$ cat src/rtl/reg_skid_slice.sv
// Two-entry register slice: an output register plus a skid register.
// All outputs come straight from flops, so no input reaches an output combinationally.
module reg_skid_slice #(
    parameter int unsigned                 REG_WIDTH   = 1,
    parameter logic [REG_WIDTH-1:0]        REG_INITIAL = '0
) (
    input  logic                 clk,
    input  logic                 rst,
    input  logic                 s_valid,
    input  logic [REG_WIDTH-1:0] s_data,
    output logic                 s_ready,
    output logic                 m_valid,
    output logic [REG_WIDTH-1:0] m_data,
    input  logic                 m_ready
);

    typedef enum logic [1:0] {
        EMPTY = 2'd0,
        ONE   = 2'd1,
        TWO   = 2'd2
    } state_t;

    state_t                 state_q, state_d;
    logic [REG_WIDTH-1:0]   m_data_d;
    logic [REG_WIDTH-1:0]   skid_data_q, skid_data_d;
    logic                   in_xfer, out_xfer;

    assign in_xfer  = s_valid && s_ready;
    assign out_xfer = m_valid && m_ready;

    always_comb begin
        state_d     = state_q;
        m_data_d    = m_data;
        skid_data_d = skid_data_q;
        case (state_q)
            EMPTY: begin
                if (in_xfer) begin
                    state_d  = ONE;
                    m_data_d = s_data;
                end
            end
            ONE: begin
                if (in_xfer && out_xfer) begin
                    m_data_d = s_data;
                end else if (in_xfer) begin
                    state_d     = TWO;
                    skid_data_d = s_data;
                end else if (out_xfer) begin
                    state_d = EMPTY;
                end
            end
            TWO: begin
                if (out_xfer) begin
                    state_d  = ONE;
                    m_data_d = skid_data_q;
                end
            end
            default: state_d = EMPTY;
        endcase
    end

    // m_valid and s_ready are flops loaded from the next state, keeping them glitch-free.
    always_ff @(posedge clk) begin
        if (rst) begin
            state_q     <= EMPTY;
            m_valid     <= 1'b0;
            s_ready     <= 1'b1;
            m_data      <= REG_INITIAL;
            skid_data_q <= REG_INITIAL;
        end else begin
            state_q     <= state_d;
            m_valid     <= (state_d != EMPTY);
            s_ready     <= (state_d != TWO);
            m_data      <= m_data_d;
            skid_data_q <= skid_data_d;
        end
    end

endmodule

$ cat config.mk
export PLATFORM = sky130hd
export DESIGN_NAME = reg_skid_slice
export DESIGN_NICKNAME = d
export VERILOG_FILES = /design/src/rtl/reg_skid_slice.sv
export SDC_FILE = /design/constraint.sdc
export NUM_CORES = 1
export LEC_CHECK = 0
export ABC_CLOCK_PERIOD_IN_PS = 1600
export CAP_MARGIN = 20
export CORE_AREA = 2 2 39 41
export CTS_CLUSTER_DIAMETER = 50
export DETAILED_ROUTE_END_ITERATION = 10
export DIE_AREA = 0 0 41 43
export GPL_TIMING_DRIVEN = 1
export PLACE_DENSITY = 0.5
export RECOVER_POWER = 100
export SLEW_MARGIN = 20
export SYNTH_ARGS = -nofsm -noshare
export SYNTH_HDL_FRONTEND = slang
export SYNTH_SLANG_ARGS = --single-unit
$ cat constraint.sdc
create_clock -name clk -period 1.6 [get_ports clk]
set_input_delay 0.4 -clock clk [delete_from_list [all_inputs] [get_ports clk]]
set_output_delay 0.4 -clock clk [all_outputs]
set_load 0.05 [all_outputs]
==> results_dict.tcl <==
set metrics [dict create \
    clk-insertion-delay-late_ns 0.25 \
    drive_above_1_share_pct 19.05 \
    yosysWarnings 0 \
    cts_buffers 3 \
    drtIter0Drc 6 \
    path_class "register to output port" \
    cts_tree "done" \
    drc 0 \
    vias 254 \
    hold-worst-slack_ns 0.5071 \
    crit_buf_inv 1 \
    antenna_found_initial 0 \
    wl_per_cell_um 9.741 \
    initial_core_util_pct 20.25 \
    cp_max_fo 2 \
    slew_viol_final 0 \
    finalCriticalPeriod_ns 1.447 \
    final_nets 49 \
    clock_sinks 6 \
    die_w_um 41 \
    syn-num-nets 36 \
    setup-violations-final 0 \
    hpwl_um 449.9 \
    worst_ep_arrival_time_ns 1.05 \
    hold_start "skid_data_q" \
    grt_max_degree 7 \
    synth_cell_types 17 \
    maxCapViolCount 0 \
    status "finished clean" \
    cts_resized 0 \
    finalHoldViolations 0 \
    max_freq_mhz 691.0 \
    wl_um 565 \
    syn_area_um2 280.3 \
    setup_tns_ns 0 \
    cts_setup_buffers 0 \
    power_density_nw_per_um2 1057 \
    row_count 14 \
    critPathLaunchType "register" \
    required_ns 1.20 \
    area_growth_pct 42.41 \
    ys_seq_area_share_pct 42.86 \
    hold_buffers 0 \
    fin_crit_sh_pct 90.45 \
    drt-vias-per-instance 4.379 \
    reg2reg_from "s_ready" \
    syn_area_per_cell_um2 9.041 \
    io_pins 8 \
    final_antenna_net_count 0 \
    port_buffers 7 \
    crit_path_end_kind "output port" \
    crit_chain "clkbuf_1" \
    yosys_register_bits 6 \
    antenna_cells 0 \
    first_pass_iters 5 \
    n_fill_cell 148 \
    cp_top_family "buffers and inverters" \
    critPathSlowestCell "clkbuf_1" \
    irDropWorstVdd_uv 299.5 \
    cts.clk_slew.worst_paths_ns 0.05 \
    grt.total_usage_pct 7.831 \
    die_h_um 43 \
    cts-htree-levels 1 \
    hp-class "register to register" \
    grt_pass1_wl_um 876 \
    core_um2 1384 \
    worst_slew_pin_slew_ns 0.6001 \
    dieArea_um2 1763 \
    cts_buffer_depth 2 \
    grt_pass1_vias 228 \
    crit_start "m_data" \
    p_leak_nw 0.1860 \
    synth_cells 31 \
    place.gp.congestion 0.6453 \
    root_buffer "clkbuf_4" \
    grt_overflow 0 \
    rsz0062_at_grt "false" \
    fin_worst_skew_ns 0.009692 \
    relSlewSlack_pct 60.16 \
    slowest_delay_ns 0.47 \
]
cells in the mapped netlist, drive strengths merged:
cell | instances | area (µm²)
dfxtp | 6 | 120.1
a21oi | 3 | 15.01
nand2 | 3 | 11.26
nor2 | 3 | 11.26
inv | 2 | 7.510
mux2i | 2 | 20.02
nand3 | 2 | 10.01
a211o | 1 | 8.760
a21boi | 1 | 7.510
a21o | 1 | 8.760
and3b | 1 | 8.760
nand2b | 1 | 13.76
nand3b | 1 | 7.510
nand4 | 1 | 6.260
o21ai | 1 | 5.000
o311a | 1 | 10.01
o31a | 1 | 8.760
metal layers:
metal | routed length, µm | share of wire (%) | vias up | GRT usage (%)
met5 | 0 | 0 | - | 0
met4 | 0 | 0 | 0 | 6.000
met3 | 38 | 6.7 | 0 | 4.712
met2 | 271 | 48 | 6 | 9.688
met1 | 255 | 45 | 111 | 9.325
li1 | - | - | 137 | -
final timing paths:
path | to | slack [ns] | depth (start not counted)
max reg2reg | s_ready | 0.51 | 3
max | m_data | 0.15 | 1
min reg2reg | skid_data_q | 0.51 | 2
min | skid_data_q | 0.51 | 2
placed cells by master (no fill, tap or decap), drive strengths merged, types with 2 or more instances in the layout:
master / count
nand2: 3
nor2: 3
nand3: 2
dfxtp: 6
inv: 2
mux2i: 2
clkdlybuf4s50: 2
a21oi: 3
clkbuf: 5
buf: 2
dlygate4sd3: 2
flip-flops by register name, summed over array words and instances, names as in the netlist:
name	flops
s_ready	1
m_valid	1
state_q	2
skid_data_q	1
m_data	1
stage by stage:
stage          util [%]  instances  area, µm²  setup slack, ns  power (mW)
2_1_floorplan         -         31      280.3           0.2459      0.2509
4_1_cts           31.10         58      430.4           0.2699      0.4574
6_report          28.84         58      399.1           0.1527      0.4218
3_3_place_gp      29.48         55      407.9          0.02211      0.3117
5_1_grt           28.84         58      399.1           0.1148      0.4432
3_5_place_dp      29.48         55      407.9          0.01722      0.3115
cell families after synthesis:
| kind of cell | after synthesis | share of synthesized area (%) |
|---|---|---|
| DFF | 6 | 42.86 |
| muxes | 2 | 7.143 |
| AOI/OAI and AO/OA | 9 | 22.77 |
| buffers and inverters | 2 | 2.680 |
| and+or+nand+nor | 12 | 24.55 |
area by class of cell:
| cell class | count | area (µm²) | area share (%) |
|---|---|---|---|
| well taps | 16 | 20.02 | 5.016 |
| clock buffers | 3 | 22.52 | 5.643 |
| repair buffers | 8 | 76.32 | 19.12 |
| inverters | 2 | 7.507 | 1.881 |
| multi-input cells | 23 | 152.6 | 38.24 |
| flip-flops and latches | 6 | 120.1 | 30.09 |
power by group:
part / total (mW) / internal [mW] / switching [mW]
combinational: 0.103 / 0.0449 / 0.0577
clock: 0.139 / 0.0848 / 0.0541
sequential: 0.180 / 0.165 / 0.0157
Power figures use the tool's default switching activity.
